`src/rtl/rx_decode_pkg.sv`:
```
// rx_decode_pkg: shared state encoding and constants for the receive decode controller.
package rx_decode_pkg;
   localparam int BIT_CNT_W = 4;
   localparam logic [7:0] SYNC_BYTE_DEF = 8'h80;
   typedef enum logic [2:0] {IDLE, SYNC, RCV, STORE, DONE, ERR, EOP_WAIT} state_e;
endpackage

```
`src/rtl/rx_bit_counter.sv`:
```
// rx_bit_counter: counts non-stuffed bits 0..8, saturating at 8, with a synchronous clear.
module rx_bit_counter
   import rx_decode_pkg::*;
(
   input  logic                 clk,
   input  logic                 n_rst,
   input  logic                 clear,
   input  logic                 count_enable,
   output logic [BIT_CNT_W-1:0] bit_cnt,
   output logic                 rollover
);
   logic [BIT_CNT_W-1:0] cnt_q, cnt_d;
   // A bit arriving in the clear cycle still counts, so clear restarts at 1 then.
   always_comb begin
      cnt_d = clear ? '0 : cnt_q;
      if (count_enable && cnt_d != BIT_CNT_W'(8)) cnt_d = cnt_d + BIT_CNT_W'(1);
   end
   always_ff @(posedge clk or negedge n_rst) begin
      if (!n_rst) cnt_q <= '0;
      else        cnt_q <= cnt_d;
   end
   assign bit_cnt  = cnt_q;
   assign rollover = cnt_q == BIT_CNT_W'(8);
endmodule

```
`src/rtl/rx_decode_ctrl.sv`:
```
// rx_decode_ctrl: receive sequencer validating sync, counting destuffed bits into bytes
// and strobing RX FIFO writes, with sticky stuffing/framing/overflow error reporting.
module rx_decode_ctrl
   import rx_decode_pkg::*;
#(
   parameter logic [7:0] SYNC_BYTE = SYNC_BYTE_DEF,
   parameter int         MAX_BYTES = 64
)(
   input  logic       clk,
   input  logic       n_rst,
   input  logic       d_edge,
   input  logic       shift_enable,
   input  logic       d_orig,
   input  logic       stuff_bit,
   input  logic       eop,
   input  logic [7:0] rcv_data,
   input  logic       fifo_full,
   output logic       enable_timer,
   output logic       rcving,
   output logic       w_enable,
   output logic       r_error,
   output logic       packet_done,
   output logic [6:0] byte_count
);
   localparam logic [6:0] MAX_CNT = 7'(MAX_BYTES);
   state_e               state_q, state_d;
   logic [6:0]           byte_count_q, byte_count_d;
   logic                 r_error_q, r_error_d;
   logic                 w_enable_q, w_enable_d;
   logic                 eop_seen_q, eop_seen_d;
   logic                 valid_bit, cnt_clear, rollover;
   logic [BIT_CNT_W-1:0] bit_cnt;

   assign valid_bit = shift_enable & ~stuff_bit;

   rx_bit_counter u_bit_counter (
      .clk          (clk),
      .n_rst        (n_rst),
      .clear        (cnt_clear),
      .count_enable (valid_bit),
      .bit_cnt      (bit_cnt),
      .rollover     (rollover)
   );

   // The write decision is made on the 8th bit and registered, so STORE just follows it.
   always_comb begin
      state_d      = state_q;
      byte_count_d = byte_count_q;
      r_error_d    = r_error_q;
      w_enable_d   = 1'b0;
      cnt_clear    = 1'b0;
      eop_seen_d   = (state_q != IDLE) && (eop_seen_q || eop);
      case (state_q)
         IDLE: begin
            cnt_clear = 1'b1;
            if (d_edge) begin
               r_error_d    = 1'b0;
               byte_count_d = '0;
               state_d      = SYNC;
            end
         end
         SYNC: begin
            if (rollover) begin
               cnt_clear = rcv_data == SYNC_BYTE;
               state_d   = cnt_clear ? RCV : ERR;
            end else if (eop) state_d = ERR;
         end
         RCV: begin
            if (eop) state_d = (bit_cnt == '0) ? DONE : ERR;
            else if (shift_enable && stuff_bit && d_orig) state_d = ERR;
            else if (valid_bit && bit_cnt == BIT_CNT_W'(7)) begin
               state_d    = STORE;
               w_enable_d = !fifo_full && byte_count_q != MAX_CNT;
            end
         end
         STORE: begin
            cnt_clear    = 1'b1;
            state_d      = w_enable_q ? RCV : ERR;
            byte_count_d = w_enable_q ? byte_count_q + 7'd1 : byte_count_q;
         end
         DONE: state_d = EOP_WAIT;
         ERR: begin
            r_error_d = 1'b1;
            state_d   = EOP_WAIT;
         end
         EOP_WAIT: if (eop_seen_q && !eop) state_d = IDLE;
         default: state_d = IDLE;
      endcase
   end

   always_ff @(posedge clk or negedge n_rst) begin
      if (!n_rst) begin
         state_q      <= IDLE;
         byte_count_q <= '0;
         r_error_q    <= 1'b0;
         w_enable_q   <= 1'b0;
         eop_seen_q   <= 1'b0;
      end else begin
         state_q      <= state_d;
         byte_count_q <= byte_count_d;
         r_error_q    <= r_error_d;
         w_enable_q   <= w_enable_d;
         eop_seen_q   <= eop_seen_d;
      end
   end

   assign enable_timer = state_q inside {SYNC, RCV, STORE};
   assign rcving       = state_q != IDLE;
   assign packet_done  = state_q == DONE;
   assign w_enable     = w_enable_q;
   assign r_error      = r_error_q;
   assign byte_count   = byte_count_q;
endmodule
```
`config.mk`:
```
export PLATFORM = sky130hd
export DESIGN_NAME = rx_decode_ctrl
export DESIGN_NICKNAME = d
export VERILOG_FILES = /design/src/rtl/rx_decode_pkg.sv /design/src/rtl/rx_bit_counter.sv /design/src/rtl/rx_decode_ctrl.sv
export SDC_FILE = /design/constraint.sdc
export NUM_CORES = 1
export LEC_CHECK = 0
export BUFFER_PORTS_ARGS = -buffer_cell sky130_fd_sc_hd__buf_2
export CAP_MARGIN = 30
export CORE_UTILIZATION = 43
export DETAILED_ROUTE_END_ITERATION = 8
export PLACE_DENSITY = 0.63
export SYNTH_ARGS = -nofsm -noshare
export SYNTH_HDL_FRONTEND = slang
export SYNTH_SLANG_ARGS = --single-unit
```
`constraint.sdc`:
```
create_clock -name clk -period 6.8 [get_ports clk]
set_input_delay 0.34 -clock clk [delete_from_list [all_inputs] [get_ports clk]]
set_output_delay 0.34 -clock clk [all_outputs]
set_load 0.02 [all_outputs]
```
### Yosys cells after proc, flatten, opt, wreduce, memory -nomap -nowiden

Index checks and enable logic that the tools add are counted.

| word-level totals | value |
|---|---|
| input port bits | 16 |
| flip-flop bits (word level) | 17 |
| output and inout port bits | 12 |

| operators by class | value |
|---|---|
| reduce and logical (&&, ||, !) cells | 21 |
| add/subtract/negate cells | 2 |
| multiplexer cells | 24 |
| bitwise logic cells | 2 |
| eq/ne operators | 16 |

Operators with widths:

| kind | count |
|---|---|
| 2-to-1 mux 3 bit | 9 |
| case mux 3 bit (6 select lines) | 1 |
| 2-to-1 mux 7 bit | 2 |
| case mux 7 bit (2 select lines) | 1 |
| == test 3 bit (second input constant) | 3 |
| == test 8 bit (second input constant) | 1 |
| 2-to-1 mux 4 bit | 2 |
| != test 4 bit (second input constant) | 2 |
| adder 7 x 1 -> 7 bit (second input constant) | 1 |
| logical AND 1 bit | 7 |
| 2-to-1 mux 1 bit | 7 |
| != test 7 bit (second input constant) | 1 |
| == test 3 x 2 -> 1 bit (second input constant) | 2 |
| != test 2 bit (second input constant) | 3 |
| nonzero test 3 bit | 2 |
| adder 4 x 1 -> 4 bit (second input constant) | 1 |
| == test 4 x 3 -> 1 bit (second input constant) | 1 |
| == test 4 bit (second input constant) | 1 |
| zero test 4 bit | 1 |
| case mux 1 bit (2 select lines) | 2 |
| AND reduction 4 bit | 1 |
| nonzero test 2 bit | 2 |
| OR reduction 2 bit | 2 |
| == test 3 x 1 -> 1 bit (second input constant) | 1 |
| 8 further kinds | 9 |

### Logic depth before layout (Yosys ltp)

Gate-level depths: netlist (run 1).

| logic depth | value |
|---|---|
| depth in word-level cells | 7 |
| depth in mapped cells | 10 |

### Cells and area by module

Synthesis (run 1) repeated with hierarchy kept, for this count alone.

| unflattened totals | value |
|---|---|
| cell total of the unflattened synthesis | 130 |
| area, all modules | 1163.6 um^2 |

By module, submodules not included:

| module | cells each | times used | area an instance (um^2) |
|---|---|---|---|
| rx_decode_ctrl | 105 | 1 | 914.6 |
| rx_bit_counter | 25 | 1 | 249.0 |

### Least setup slack after synthesis (run 1)

No wires, ideal clock.

| path | value |
|---|---|
| path kind | register -> register |
| start | reg u_bit_counter.cnt_q[1] (netlist: u_bit_counter.bit_cnt[1]) |
| end | reg u_bit_counter.cnt_q[0] (netlist: u_bit_counter.bit_cnt[0]) |
| clock period less this slack | 2.166 ns |
| data required time | 6.713 ns |
| buffers on the path | 0 |
| setup slack | 4.634 ns |
| cell stages (with the launch flop) | 10 |
| arrival time | 2.079 ns |
| path through | dfrtp_1 -> nor4b_1 -> a311o_1 -> nand2_1 -> nand2_1 -> ha_1 -> nand3b_1 -> and2_1 -> a211o_1 -> o211ai_1 |

| between the ends | value |
|---|---|
| word-level cells in the longest chain between the ends | 7 |
| elaborated cells on any way between the ends | 8 |
| classes of those cells | add/sub: 1; eq/ne: 2; mux: 4; reduce/logical: 1 |

Ends and longest elaborated chain:

| element | RTL line | RTL |
|---|---|---|
| start, declared | rx_bit_counter.sv:12 | `logic [BIT_CNT_W-1:0] cnt_q, cnt_d;` |
| start signal, assigned | rx_bit_counter.sv:20 | `else cnt_q <= cnt_d;` |
| == test 4 bit | rx_bit_counter.sv:23 | `assign rollover = cnt_q == BIT_CNT_W'(8);` |
| 2-to-1 mux 1 bit | rx_decode_ctrl.sv:63 | `if (rollover) begin` |
| case mux 1 bit (2 select lines) | rx_decode_ctrl.sv:53 | `case (state_q)` |
| 2-to-1 mux 4 bit * | rx_bit_counter.sv:15 | `cnt_d = clear ? '0 : cnt_q;` |
| parallel branches: the longest is 2 deep, another holds adder 4 x 1 -> 4 bit | -- |  |
| 2-to-1 mux 4 bit * | rx_bit_counter.sv:16 | `if (count_enable && cnt_d != BIT_CNT_W'(8)) cnt_d = cnt_d + BIT_CNT_W'(1);` |
| via u_bit_counter.cnt_d[0] | rx_bit_counter.sv:12 |  |

Mark *: on every way through the listed nets, which the timed path passes.
A chain may end at the register's enable or synchronous reset.

### Final worst setup path (run 1)

| path | value |
|---|---|
| start | reg u_bit_counter.cnt_q[0] (netlist: u_bit_counter.bit_cnt[0]) |
| end | reg u_bit_counter.cnt_q[0] (netlist: u_bit_counter.bit_cnt[0]) |

Same word-level chain as after synthesis.

==> flow_summary.json, run 1 <==
{
  "detail_route.iter0.violations": 20,
  "tritoncts": "done",
  "route.detailed.drc": 0,
  "hold_slack_ps": 200.8,
  "numPlacedInstances": 187,
  "post-cts-setup-buffers": 0,
  "finClkSkew_ps": 17.99,
  "route.detailed.wl_per_inst_um": 14.39,
  "insertion_delay_ps": 300,
  "syn_area_um2": 1121,
  "criticalPathCategory": "reg2reg",
  "syn_area_per_cell_um2": 8.429,
  "route.final.wire_length_um": 2762,
  "total_power_consumption_mw": 0.4215,
  "drt-pass1-iter-count": 6,
  "rsz0062_at_grt": "false",
  "timing.critical_path.slowest_stage_cell": "sky130_fd_sc_hd__nor4b_1",
  "final.setup.tns_ps": 0,
  "worstReg2RegEnd": "u_bit_counter.bit_cnt[0]$_DFF_PN0_",
  "tightest_slew_ps": 743.3,
  "fin_nets": 183,
  "avgViaCountPerCell": 6.000,
  "layout.core_utilization_pct": 53.23,
  "regToRegStartpoint": "u_bit_counter.bit_cnt[0]$_DFF_PN0_",
  "dr_total_vias": 1152,
  "static-leakage-power_nw": 0.5824,
  "post_route_cells_drive_above_1_share_pct": 20.99,
  "worst-r2r-setup-slack_ps": 4160,
  "floorplan.core_area_um2": 2477,
  "worst-r2r-cell-count": 9,
  "hold_class": "in2reg",
  "rows": 18,
  "setup_ws_ps": 4155,
  "whs_endpoint": "w_enable$_DFF_PN0_",
  "top_family_by_delay_on_critical_path": "simple AND/OR/NAND/NOR gates",
  "cts.path.max_buffers": 2,
  "maximum_number_of_pins_on_one_net_before_global_route_repair": 18,
  "io-pin-count": 28,
  "die_width_um": 53.06,
  "grt_pass1_vias": 1013,
  "globalRouteOverflowTotal": 0,
  "cts.root.buffer_cell": "sky130_fd_sc_hd__clkbuf_4",
  "critPathMaxStageDelay_ps": 680,
  "layout.cells.non_filler": 192,
  "area_delta_synth_final_pct": 17.63,
  "detailedPlace.worstSlack_ps": 4294,
  "ir_worst_vdd_v": 0.0002159,
  "grt_antenna_before_repair": 0,
  "yosysUniqueCellTypes": 40,
  "post-route-period-util_pct": 38.89,
  "design_area_um2": 1319,
  "critical_path_required_ps": 7030,
  "chip_height_um": 53.06,
  "first_pass_grt_wire_length_um": 4478,
  "synth_warnings": 0,
  "clkSlewWorstSetupHoldPaths_ps": 120,
  "final_max_slew_viol_count": 0,
  "numCtsBuffers": 3,
  "hold_buffers": 1,
  "result_of_the_run": "finished clean",
  "timing.max_cap.violations": 0,
  "place_congestion": 0.8045,
  "startpoint_type": "flop",
  "finalSetupViolCount": 0,
  "synth-edff-count": 0,
  "antenna-diode-count": 0,
  "min_delay_path_depth": 2,
  "clock_tree.htree_level_count": 1,
  "synth_register_bits": 17,
  "fp.dieArea_um2": 2815,
  "achievable-frequency_mhz": 378.1,
  "dominantRegCellSynth": "sky130_fd_sc_hd__dfrtp_1",
  "synth_sequential_area_ratio_pct": 37.95,
  "timing.final.crit_period_ps": 2645,
  "floorplan.initialDensity_pct": 45.25,
  "detailedPlacementHpwl_um": 2040,
  "worst-path-max-fanout": 5,
  "worstPathCellList": "nor4b_1 > a311o_1 > nand2_1 > nand2_1 > ha_1 > nand3b_1 > and2_1 > a211o_1 > o211ai_1",
  "post_synth_inst_count": 133,
  "numClockSinks": 17,
  "powerDensity_nw_per_um2": 319.6,
  "drtAntennaViolNets": 0,
  "max-slew-margin-rel_pct": 49.75,
  "report.final.hold_viol_count": 0,
  "cp_dominant_cell_by_count": "sky130_fd_sc_hd__nand2_1",
  "timing.hold.worst.start": "fifo_full",
  "synth.net_count": 153,
  "count_of_buffers_from_port_buffering": 27,
  "worst-endpoint-arrival_ps": 2870,
  "detailed_place.area_um2": 1281,
  "endpoint_class_of_the_critical_path": "flop",
  "grt_use_total_pct": 22.32,
  "ys_async_sr_fraction_pct": 100.0,
  "crit_buf_inv": 0,
  "cts_resized": 0
}
[registers in the layout, summed over array words and instances, names as in the netlist]
name	count
byte_count	7
u_bit_counter.bit_cnt	4
r_error	1
eop_seen_q	1
state_q	3
w_enable	1
[worst register-to-register path, cell delays in order (launching register included)]
cell                       delay, ps
sky130_fd_sc_hd__dfrtp_1         450
sky130_fd_sc_hd__nor4b_1         680
sky130_fd_sc_hd__a311o_1         370
sky130_fd_sc_hd__nand2_1         120
sky130_fd_sc_hd__nand2_1         100
sky130_fd_sc_hd__ha_1            170
sky130_fd_sc_hd__nand3b_1        130
sky130_fd_sc_hd__and2_1          200
sky130_fd_sc_hd__a211o_1         270
sky130_fd_sc_hd__o211ai_1         80
[logic make-up after synthesis]
kind of cell             Yosys count  synth area share, %
buffers and inverters             12                4.129
flip-flops                        17                37.95
XOR/XNOR                           3                2.344
adder cells (fa/ha/maj)            4                4.464
AND/OR/NAND/NOR                   64                30.58
AO/OA/AOI/OAI                     33                20.54
[cell type report]
class,count,area [um^2]
Tap cell,30,37.54
Inverter,9,33.78
Multi-Input combinational cell,104,649.4
Clock inverter,1,5.005
Timing Repair Buffer,28,145.1
Fill cell,237,1159
Clock buffer,3,22.52
Sequential cell,17,425.4
[power by group]
part	switching, mW	internal, mW	leakage [nW]	total [mW]
clock network	0.0351	0.0219	0.0177	0.0570
registers	0.0457	0.123	0.227	0.169
logic	0.116	0.0792	0.338	0.195
total	0.197	0.224	0.582	0.422
[cells in the final DEF (no fill, tap or decap), types with 2 or more instances in the layout]
| cell | count |
|---|---|
| sky130_fd_sc_hd__a2111oi_0 | 2 |
| sky130_fd_sc_hd__a21oi_1 | 9 |
| sky130_fd_sc_hd__and2_1 | 4 |
| sky130_fd_sc_hd__buf_2 | 27 |
| sky130_fd_sc_hd__clkbuf_4 | 3 |
| sky130_fd_sc_hd__dfrtp_1 | 17 |
| sky130_fd_sc_hd__ha_1 | 4 |
| sky130_fd_sc_hd__inv_1 | 9 |
| sky130_fd_sc_hd__nand2_1 | 17 |
| sky130_fd_sc_hd__nand2b_1 | 3 |
| sky130_fd_sc_hd__nand3_1 | 4 |
| sky130_fd_sc_hd__nand4_1 | 4 |
| sky130_fd_sc_hd__nor2_1 | 12 |
| sky130_fd_sc_hd__nor2b_1 | 4 |
| sky130_fd_sc_hd__nor4_1 | 5 |
| sky130_fd_sc_hd__nor4b_1 | 3 |
| sky130_fd_sc_hd__o211ai_1 | 3 |
| sky130_fd_sc_hd__o21ai_0 | 2 |
| sky130_fd_sc_hd__o31ai_1 | 4 |
| sky130_fd_sc_hd__or4_1 | 2 |
| sky130_fd_sc_hd__xnor2_1 | 3 |
[synthesized netlist by cell type, drive strengths merged (2+ instances only)]
cell	n	area, um^2
dfrtp	17	425.4
nand2	17	63.81
nor2	12	45.04
a21oi	9	45.04
inv	9	33.78
nor4	5	31.28
and2	4	25.02
ha	4	50.05
nand3	4	20.02
nand4	4	25.02
nor2b	4	25.02
o31ai	4	30.03
nand2b	3	18.77
nor4b	3	26.28
o211ai	3	22.52
xnor2	3	26.28
a2111oi	2	17.52
clkbuf	2	7.510
o21ai	2	10.01
or4	2	15.01
[layer usage]
| metal | part of all wire [%] | GRT usage (%) | wire length, um |
|---|---|---|---|
| met5 | 0 | 0 | 0 |
| met4 | 0.62 | 7.895 | 17 |
| met3 | 4.6 | 6.034 | 127 |
| met2 | 50 | 39.45 | 1382 |
| met1 | 45 | 25.44 | 1236 |
[worst max path at each step]
| stage | slack, ps | end | depth (start not counted) | startpoint |
|---|---|---|---|---|
| 2_1_floorplan | 4630 | u_bit_counter.bit_cnt[0]$_DFF_PN0_ | 9 | u_bit_counter.bit_cnt[1]$_DFF_PN0_ |
| 3_3_place_gp | 4480 | u_bit_counter.bit_cnt[0]$_DFF_PN0_ | 9 | u_bit_counter.bit_cnt[0]$_DFF_PN0_ |
| 3_5_place_dp | 4290 | u_bit_counter.bit_cnt[0]$_DFF_PN0_ | 9 | u_bit_counter.bit_cnt[1]$_DFF_PN0_ |
| 4_1_cts | 4250 | u_bit_counter.bit_cnt[0]$_DFF_PN0_ | 9 | u_bit_counter.bit_cnt[0]$_DFF_PN0_ |
| 5_1_grt | 4070 | u_bit_counter.bit_cnt[0]$_DFF_PN0_ | 9 | u_bit_counter.bit_cnt[0]$_DFF_PN0_ |
| 6_report | 4160 | u_bit_counter.bit_cnt[0]$_DFF_PN0_ | 9 | u_bit_counter.bit_cnt[0]$_DFF_PN0_ |
Note: power is estimated with default switching activity, not from simulation.
==> run 2: changes to the inputs <==
--- a/config.mk
+++ b/config.mk
@@ -9,7 +9,7 @@
 export CAP_MARGIN = 30
 export CORE_UTILIZATION = 43
 export DETAILED_ROUTE_END_ITERATION = 8
-export PLACE_DENSITY = 0.63
+export PLACE_DENSITY = 0.65
 export SYNTH_ARGS = -nofsm -noshare
 export SYNTH_HDL_FRONTEND = slang
 export SYNTH_SLANG_ARGS = --single-unit
==> constraint.sdc (replaced) <==
create_clock -name clk -period 2.4 [get_ports clk]
set_input_delay 0.12 -clock clk [delete_from_list [all_inputs] [get_ports clk]]
set_output_delay 0.12 -clock clk [all_outputs]
set_load 0.02 [all_outputs]
==> run 2 against run 1 <==
Fmax is 20% higher; hold slack worse by 100 ps; die area unchanged; non-clock buffer count is 7 higher; final area grew 5.2%; total power increased to 3.0 times the previous value; utilization grew 2.8 points; worst setup slack worse by 4000 ps; sequential power grew to 2.6 times the previous value; critical path depth stayed put; via count is 0.17% higher; critical endpoint unchanged; largest power group unchanged.
==> flow_summary.json, run 2 (same netlist as run 1, synthesis figures left out) <==
{
  "result_of_the_run": "finished clean",
  "max-slew-margin-rel_pct": 60.16,
  "endpoint_class_of_the_critical_path": "flop",
  "final.setup.tns_ps": 0,
  "io-pin-count": 28,
  "worst-path-max-fanout": 4,
  "first_pass_grt_wire_length_um": 4712,
  "hold_class": "in2reg",
  "finalSetupViolCount": 0,
  "avgViaCountPerCell": 5.799,
  "layout.cells.most_common": "sky130_fd_sc_hd__buf_2",
  "floorplan.core_area_um2": 2477,
  "grt_use_total_pct": 23.05,
  "post_route_cells_drive_above_1_share_pct": 23.67,
  "count_of_buffers_from_port_buffering": 27,
  "rsz0062_at_grt": "false",
  "most-common-layout-cells": "sky130_fd_sc_hd__buf_2, sky130_fd_sc_hd__nand2_1, sky130_fd_sc_hd__dfrtp_1, sky130_fd_sc_hd__nor2_1",
  "worst-r2r-cell-count": 9,
  "numCtsBuffers": 3,
  "detail_route.iter0.violations": 26,
  "layout.core_utilization_pct": 56.01,
  "tightest_slew_ps": 582.6,
  "timing.critical_path.slowest_stage_cell": "sky130_fd_sc_hd__dfrtp_1",
  "maximum_number_of_pins_on_one_net_before_global_route_repair": 18,
  "clock_tree.htree_level_count": 1,
  "setup_ws_ps": 187.5,
  "timing.max_cap.violations": 0,
  "floorplan.initialDensity_pct": 45.25,
  "numClockSinks": 17,
  "hold_slack_ps": 100.6,
  "globalRouteOverflowTotal": 0,
  "clkSlewWorstSetupHoldPaths_ps": 110,
  "critPathLaunch": "u_bit_counter.bit_cnt[1]$_DFF_PN0_",
  "rows": 18,
  "tritoncts": "done",
  "static-leakage-power_nw": 0.6156,
  "largest_register_ffs": 7,
  "route.detailed.wl_per_inst_um": 14.59,
  "area_delta_synth_final_pct": 23.77,
  "report.final.hold_viol_count": 0,
  "startpoint_type": "flop",
  "post-cts-setup-buffers": 0,
  "fin_nets": 190,
  "detailedPlace.worstSlack_ps": 33.51,
  "cp_dominant_cell_by_count": "sky130_fd_sc_hd__nand2_1",
  "grt_antenna_before_repair": 0,
  "cts.path.max_buffers": 2,
  "min_delay_path_depth": 3,
  "insertion_delay_ps": 310,
  "ir_worst_vdd_v": 0.0006212,
  "final_max_slew_viol_count": 0,
  "worst-endpoint-arrival_ps": 2440,
  "worstReg2RegEnd": "u_bit_counter.bit_cnt[0]$_DFF_PN0_",
  "powerDensity_nw_per_um2": 908.6,
  "cts.root.buffer_cell": "sky130_fd_sc_hd__clkbuf_4",
  "route.detailed.drc": 0,
  "worstPathCellList": "nor4b_4 > a311o_1 > nand2_1 > nand2_1 > ha_1 > nand3b_1 > and2_1 > a211o_1 > o211ai_1",
  "drt-pass1-iter-count": 6,
  "grt_pass1_vias": 1101,
  "drtAntennaViolNets": 0,
  "whs_endpoint": "eop_seen_q$_DFF_PN0_",
  "regToRegStartpoint": "u_bit_counter.bit_cnt[1]$_DFF_PN0_",
  "fp.dieArea_um2": 2815,
  "total_power_consumption_mw": 1.261,
  "route.final.wire_length_um": 2903,
  "critical_path_required_ps": 2630,
  "detailedPlacementHpwl_um": 2173,
  "achievable-frequency_mhz": 452.0,
  "timing.final.crit_period_ps": 2213,
  "dr_total_vias": 1154,
  "critPathMaxStageDelay_ps": 450,
  "die_width_um": 53.06,
  "finClkSkew_ps": 6.055,
  "chip_height_um": 53.06,
  "post-route-period-util_pct": 92.19,
  "antenna-diode-count": 0,
  "timing.hold.worst.start": "eop",
  "worst-r2r-setup-slack_ps": 190,
  "place_congestion": 0.7976,
  "criticalPathCategory": "reg2reg"
}
run 2: cell count changes in the layout (fill, tap and decap cells not counted):
cell and delta:
sky130_fd_sc_hd__buf_4 +6, sky130_fd_sc_hd__clkbuf_1 +1, sky130_fd_sc_hd__clkinv_2 -1, sky130_fd_sc_hd__dlygate4sd3_1 +1, sky130_fd_sc_hd__nor4b_1 -1, sky130_fd_sc_hd__nor4b_4 +1
run 2: area by class of cell:
class                           instances  area, um^2
Fill cell                             245        1090
Tap cell                               30       37.54
Clock buffer                            4       26.28
Inverter                                9       33.78
Sequential cell                        17       425.4
Multi-Input combinational cell        104       664.4
Timing Repair Buffer                   35       200.2
run 2: repair_timing:
item                                    4_1_cts  5_1_grt
hold buffers                                  2        0
resized for setup                             1        1
endpoints found under the setup margin        1        1
endpoints found under the hold margin        18        0
run 2: worst max-delay path: cells and delay by family (launching register included):
kind / cells / cell delay (ps)
DFF: 1 / 450
AOI/OAI and AO/OA: 3 / 600
and+or+nand+nor: 5 / 910
adders and majority gates: 1 / 180
run 2: per-layer routing:
layer / global-route usage (%) / up-vias / share of wire [%]
met1: 28.37 / 543 / 44
met4: 9.649 / 0 / 0.45
met3: 3.161 / 2 / 4.7
met5: 0 / - / 0
li1: - / 565 / -
met2: 39.66 / 44 / 51
run 2: report_power, final:
part | switching (mW) | internal, mW | leakage [nW]
Sequential | 0.0866 | 0.351 | 0.227
Clock | 0.102 | 0.0649 | 0.0150
Combinational | 0.390 | 0.266 | 0.373
Total | 0.579 | 0.682 | 0.616
run 2: through the flow:
stage | area [um^2] | instances
global route | 1388 | 199
floorplan | 1121 | 133
finish | 1388 | 199
global placement | 1326 | 193
detailed placement | 1326 | 193
CTS | 1379 | 199
run 2: worst max-delay path by stage:
stage / endpoint / slack (ps)
global placement: u_bit_counter.bit_cnt[0]$_DFF_PN0_ / 140
CTS: u_bit_counter.bit_cnt[0]$_DFF_PN0_ / 170
detailed placement: u_bit_counter.bit_cnt[0]$_DFF_PN0_ / 30
finish: u_bit_counter.bit_cnt[0]$_DFF_PN0_ / 190
floorplan: u_bit_counter.bit_cnt[0]$_DFF_PN0_ / 230
global route: u_bit_counter.bit_cnt[0]$_DFF_PN0_ / 5
